`src/rtl/wavelet_pkg.sv`:
```
// Shared definitions for the wavelet filter bank and its downstream consumers.
package wavelet_pkg;

    // Control states of the band energy scanner.
    typedef enum logic [1:0] {
        IDLE    = 2'd0,
        SCAN    = 2'd1,
        PRESENT = 2'd2
    } scan_state_e;

    // Default datapath widths and leak factor shared across the filter bank.
    localparam int DEFAULT_SUM_WIDTH   = 12;
    localparam int DEFAULT_ACC_WIDTH   = 16;
    localparam int DEFAULT_DECAY_SHIFT = 3;

    // Number of bits needed to index num_bands bands (at least one bit).
    function automatic int band_idx_width(input int num_bands);
        return (num_bands < 2) ? 1 : $clog2(num_bands);
    endfunction

endpackage

```
`src/rtl/band_leaky_update.sv`:
```
// Single-band energy update: magnitude of a signed FIR output, leak of the old
// accumulator and saturating add. Purely combinational, time-shared by the scanner.
module band_leaky_update
    import wavelet_pkg::*;
#(
    parameter int SUM_WIDTH   = DEFAULT_SUM_WIDTH,
    parameter int ACC_WIDTH   = DEFAULT_ACC_WIDTH,
    parameter int DECAY_SHIFT = DEFAULT_DECAY_SHIFT
) (
    input  logic signed [SUM_WIDTH-1:0] sum,
    input  logic        [ACC_WIDTH-1:0] acc_in,
    output logic        [ACC_WIDTH-1:0] acc_out
);

    logic [SUM_WIDTH-1:0] sum_bits;
    logic [SUM_WIDTH-1:0] mag;
    logic [ACC_WIDTH-1:0] leaked;
    logic [ACC_WIDTH:0]   total;

    assign sum_bits = sum;

    // Magnitude, leak and saturating accumulate; the most negative input
    // becomes 2^(SUM_WIDTH-1) because the negation is read back as unsigned.
    always_comb begin
        mag     = sum_bits;
        leaked  = '0;
        total   = '0;
        acc_out = '0;
        if (sum_bits[SUM_WIDTH-1]) begin
            mag = ~sum_bits + SUM_WIDTH'(1);
        end
        leaked  = acc_in - (acc_in >> DECAY_SHIFT);
        total   = (ACC_WIDTH+1)'(leaked) + (ACC_WIDTH+1)'(mag);
        acc_out = total[ACC_WIDTH] ? '1 : total[ACC_WIDTH-1:0];
    end

endmodule

```
`src/rtl/band_energy_scanner.sv`:
```
// Captures one filter-bank result per strobe, updates one leaky energy
// accumulator per clock and presents the strongest band on a valid/ready port.
module band_energy_scanner
    import wavelet_pkg::*;
#(
    parameter int BITS_PER_ELEM = 8,
    parameter int NUM_FILTERS   = 8,
    parameter int SUM_WIDTH     = DEFAULT_SUM_WIDTH,
    parameter int ACC_WIDTH     = DEFAULT_ACC_WIDTH,
    parameter int DECAY_SHIFT   = DEFAULT_DECAY_SHIFT
) (
    input  logic                                    clk,
    input  logic                                    rst_n,
    input  logic                                    i_sample_valid,
    input  logic [NUM_FILTERS*SUM_WIDTH-1:0]        i_fir_sums,
    output logic                                    o_band_valid,
    input  logic                                    i_band_ready,
    output logic [band_idx_width(NUM_FILTERS)-1:0]  o_band_idx,
    output logic [ACC_WIDTH-1:0]                    o_band_energy,
    output logic                                    o_overrun
);

    localparam int IDX_W = band_idx_width(NUM_FILTERS);

    if (BITS_PER_ELEM < 1 || NUM_FILTERS < 2 || ACC_WIDTH < SUM_WIDTH + 1 ||
        DECAY_SHIFT < 1 || DECAY_SHIFT > ACC_WIDTH - 1) begin : g_param_check
        $error("band_energy_scanner: illegal parameter combination");
    end

    scan_state_e state;
    scan_state_e next_state;

    logic [NUM_FILTERS*SUM_WIDTH-1:0] cap_buf;
    logic [IDX_W-1:0]                 scan_cnt;
    logic [ACC_WIDTH-1:0]             acc_mem [NUM_FILTERS];
    logic [ACC_WIDTH-1:0]             acc_new;
    logic [ACC_WIDTH-1:0]             max_val;
    logic [IDX_W-1:0]                 max_idx;
    logic [ACC_WIDTH-1:0]             win_val;
    logic [IDX_W-1:0]                 win_idx;
    logic signed [SUM_WIDTH-1:0]      cur_sum;

    logic handshake;
    logic capture;
    logic scan_en;
    logic last_band;
    logic drop;

    assign handshake = o_band_valid && i_band_ready;
    assign last_band = (scan_cnt == IDX_W'(NUM_FILTERS - 1));
    assign cur_sum   = cap_buf[int'(scan_cnt)*SUM_WIDTH +: SUM_WIDTH];

    band_leaky_update #(
        .SUM_WIDTH   (SUM_WIDTH),
        .ACC_WIDTH   (ACC_WIDTH),
        .DECAY_SHIFT (DECAY_SHIFT)
    ) u_update (
        .sum     (cur_sum),
        .acc_in  (acc_mem[scan_cnt]),
        .acc_out (acc_new)
    );

    // Running maximum including the band being updated this cycle; band 0
    // always wins and later bands must be strictly larger to take over.
    always_comb begin
        win_val = max_val;
        win_idx = max_idx;
        if (scan_cnt == '0 || acc_new > max_val) begin
            win_val = acc_new;
            win_idx = scan_cnt;
        end
    end

    // State register.
    always_ff @(posedge clk or negedge rst_n) begin
        if (!rst_n) begin
            state <= IDLE;
        end else begin
            state <= next_state;
        end
    end

    // Next-state logic plus capture/scan/drop decisions for the current cycle.
    always_comb begin
        next_state = state;
        capture    = 1'b0;
        scan_en    = 1'b0;
        drop       = 1'b0;
        case (state)
            IDLE: begin
                if (i_sample_valid) begin
                    capture    = 1'b1;
                    next_state = SCAN;
                end
            end
            SCAN: begin
                scan_en = 1'b1;
                drop    = i_sample_valid;
                if (last_band) begin
                    next_state = PRESENT;
                end
            end
            PRESENT: begin
                if (handshake) begin
                    if (i_sample_valid) begin
                        capture    = 1'b1;
                        next_state = SCAN;
                    end else begin
                        next_state = IDLE;
                    end
                end else begin
                    drop = i_sample_valid;
                end
            end
            default: begin
                next_state = IDLE;
            end
        endcase
    end

    // Capture buffer, scan counter, accumulator array and running maximum.
    always_ff @(posedge clk or negedge rst_n) begin
        if (!rst_n) begin
            cap_buf  <= '0;
            scan_cnt <= '0;
            max_val  <= '0;
            max_idx  <= '0;
            for (int k = 0; k < NUM_FILTERS; k++) begin
                acc_mem[k] <= '0;
            end
        end else if (capture) begin
            cap_buf  <= i_fir_sums;
            scan_cnt <= '0;
            max_val  <= '0;
            max_idx  <= '0;
        end else if (scan_en) begin
            acc_mem[scan_cnt] <= acc_new;
            scan_cnt          <= scan_cnt + IDX_W'(1);
            max_val           <= win_val;
            max_idx           <= win_idx;
        end
    end

    // Registered result port and overrun pulse; the result loads on the last
    // band and holds until the consumer takes it.
    always_ff @(posedge clk or negedge rst_n) begin
        if (!rst_n) begin
            o_band_valid  <= 1'b0;
            o_band_idx    <= '0;
            o_band_energy <= '0;
            o_overrun     <= 1'b0;
        end else begin
            o_overrun <= drop;
            if (scan_en && last_band) begin
                o_band_valid  <= 1'b1;
                o_band_idx    <= win_idx;
                o_band_energy <= win_val;
            end else if (handshake) begin
                o_band_valid <= 1'b0;
            end
        end
    end

endmodule

```
`config.mk`:
```
export PLATFORM = sky130hd
export DESIGN_NAME = band_energy_scanner
export DESIGN_NICKNAME = d
export VERILOG_FILES = /design/src/rtl/wavelet_pkg.sv /design/src/rtl/band_leaky_update.sv /design/src/rtl/band_energy_scanner.sv
export SDC_FILE = /design/constraint.sdc
export NUM_CORES = 1
export LEC_CHECK = 0
export ABC_AREA = 1
export ABC_CLOCK_PERIOD_IN_PS = 8180
export CORE_MARGIN = 2
export CORE_UTILIZATION = 59
export CTS_BUF_LIST = sky130_fd_sc_hd__clkbuf_16
export DETAILED_ROUTE_END_ITERATION = 6
export PLACE_DENSITY_LB_ADDON = 0.3
export SLEW_MARGIN = 20
export SYNTH_ARGS = -nofsm -noshare
export SYNTH_HDL_FRONTEND = slang
export SYNTH_SLANG_ARGS = --single-unit
```
`constraint.sdc`:
```
create_clock -name clk -period 8.18 [get_ports clk]
set_clock_uncertainty 0.15 [all_clocks]
set_input_delay 1.227 -clock clk [delete_from_list [all_inputs] [get_ports clk]]
set_output_delay 1.227 -clock clk [all_outputs]
set_load 0.005 [all_outputs]
```
==> out/metrics.yaml <==
status: "finished clean"
cts.sinks: 269
synth_top_area_cell: "dfrtp_1"
grt_pass1_wl_mm: 63.97
cp_slowest_cell: "dfrtp_1"
worstHoldPathType: "reg2reg"
crit_path_frequent_cell: "nand2_1"
cpPeakStageDelay_ns: 0.51
wire_per_inst_um: 17.81
postCtsSetupBuffers: 0
r2r_start: "scan_cnt[2]"
numPortBuffers: 120
dp.cells: 2198
synth_top_area_frac: 0.4783
rsz0062_at_grt: "false"
wirelength_mm: 40.02
rows: 56
clk_pin_slew_ns: 0.06
coreArea_um2: 23470
syn_area_um2: 14070
grt_usage: 0.3281
r2r-end: "o_band_idx[1]"
period_share: 0.8941
hold_depth: 2
nets: 2062
rrSetupSlack_ns: 0.87
whs_ns: 0.3223
fillCellCount: 1870
slew_headroom: 0.3792
holdBufCountCts: 0
cts_buffers: 28
synthesis.nets: 1969
setup_viol: 0
drtIter0Drc: 1003
clk_path_buf_depth: 3
first_global_vias: 12150
avgSynthCellArea_um2: 7.746
drc: 0
period_needed_ns: 7.313
stdcell_count: 2247
timing.reg2reg.worst_path_depth: 33
worstPathArrival_ns: 7.55
via_per_inst: 5.660
dpl_worst_slack_ns: 1.014
worst_pin_slew_ns: 0.9289
hold_viol: 0
antenna_found_initial: 0
synth_area_leaders: "dfrtp_1 48%, nand2_1 14%, nor2_1 5.7%"
start_kind: "flop"
ys_ff_latch: 269
cts.htree.levels: 1
cts-resized-gates: 0
min_delay_worst_endpoint: "cap_buf[86]"
regArea_um2: 6733
dr.pass1.iters: 5
vias: 12720
start_util: 0.5996
fmaxAchievable_mhz: 136.7
hp-start: "cap_buf[86]"
die_area_um2: 25110
crit_path_start: "scan_cnt[2]"
fin_tns_setup_ns: 0
path_max_fanout: 25
gp_congestion: 0.9521
ys_warn_count: 0
worst_skew_pair.late_latency_ns: 0.55
endpoint_kind: "flop"
drive_above_1_share: 0.05705
cap_viol_max_count: 0
grt-ovfl-total: 0
antenna_cells: 0
die_h_um: 158.5
timing_max_transition_violations_final: 0
multi_input_area_um2: 6450
hpwlAfterDp_mm: 28.06
layout_setup_ws_ns: 0.8666
pin_count: 121
cts_tree: "done"
area_growth_syn_to_layout_pct: 16.81
grt_max_degree: 197
required_ns: 8.42
synth-seq-area-share: 0.4783
synth.distinct_cells: 46
ant_nets: 0
die-width_um: 158.5
criticalPathCategory: "reg2reg"
netlist_instances: 1817
ctsRootBufferMaster: "clkbuf_16"
final cells by class:
type,instances,area share
clock inverters,20,0.007001
inverters,153,0.03493
clock buffers,28,0.04262
repair buffers,149,0.08935
flip-flops and latches,269,0.4095
well taps,319,0.02428
multi-input cells,1309,0.3923
cells in the mapped netlist (all sizes together):
cell type  number
a211oi          1
a21o            4
a21oi         125
a221oi          1
a22o            2
a31oi          21
and3            1
buf            16
clkbuf         70
clkinv          1
dfrtp         269
fa              2
ha             50
inv           152
mux2            3
nand2         537
nand3          59
nand4          14
nor2          224
nor3           16
nor3b           1
nor4            5
o211ai         12
o21a            2
o21ai         175
o21bai          1
o221ai          3
o22ai          11
o311ai          1
o31ai           1
o32ai           1
or2             6
xnor2           6
xor2           24
worst max-delay path, delay by kind of cell (launching register included):
| kind | cells | cell delay (ns) |
|---|---|---|
| adders and majority gates | 4 | 1.44 |
| xor gates and xnor gates | 1 | 0.21 |
| buffers and inverters | 4 | 0.67 |
| and+or+nand+nor | 16 | 2.98 |
| AOI/OAI and AO/OA | 8 | 1.17 |
| DFF | 1 | 0.51 |
layer usage:
layer | share of wire | wire [µm] | global-route usage | vias up
met3 | 0.079 | 3178 | 0.04518 | 121
met5 | 0 | 0 | 0 | -
met1 | 0.40 | 16180 | 0.4440 | 5937
met4 | 0.050 | 1991 | 0.1381 | 0
li1 | - | - | - | 6053
met2 | 0.47 | 18670 | 0.5354 | 606
placed cells by master, fill, tap and decap left out, drive strengths merged, types with 4 or more instances in the layout:
master	synthesis	layout
a21o	4	4
a21oi	125	125
a31oi	21	21
buf	16	30
clkbuf	70	28
clkdlybuf4s50	0	119
clkinv	1	10
dfrtp	269	269
ha	50	50
inv	152	162
nand2	537	537
nand3	59	59
nand4	14	14
nor2	224	224
nor3	16	16
nor4	5	5
o211ai	12	12
o21ai	175	175
o22ai	11	11
or2	6	6
xnor2	6	6
xor2	24	24
registers in the layout, indices dropped and copies added (netlist names):
| signal | count |
|---|---|
| acc_mem | 128 |
| cap_buf | 96 |
| max_val | 16 |
| o_band_energy | 16 |
| max_idx | 3 |
| o_band_idx | 3 |
| scan_cnt | 3 |
| state | 2 |
| o_band_valid | 1 |
| o_overrun | 1 |
cell families (layout without fill, tap and decap cells):
family / after synthesis / count (layout) / synth area share
AND/OR/NAND/NOR: 863 / 863 / 0.2509
multiplexers: 3 / 3 / 0.002400
AO/OA/AOI/OAI: 361 / 361 / 0.1371
adder cells (fa/ha/maj): 52 / 52 / 0.04729
flip-flops: 269 / 269 / 0.4783
XOR/XNOR: 30 / 30 / 0.01867
buffers and inverters: 239 / 350 / 0.06543
stage by stage:
stage          utilization  cell area, µm²
2_1_floorplan            -           14070
3_3_place_gp        0.6643           15590
3_5_place_dp        0.6645           15600
4_1_cts             0.6993           16410
5_1_grt             0.7004           16440
6_report            0.7004           16440
worst max-delay path by stage:
stage	end	slack, ns	cells after the start
2_1_floorplan	max_val[10]	1.72	44
3_3_place_gp	o_band_idx[1]	1.01	33
3_5_place_dp	max_val[14]	1.01	34
4_1_cts	max_val[14]	0.99	34
5_1_grt	o_band_idx[1]	0.24	36
6_report	o_band_idx[1]	0.87	33
Power is not shown: default switching activity piles up to over one toggle a cycle in this logic, so the estimate is an artifact.
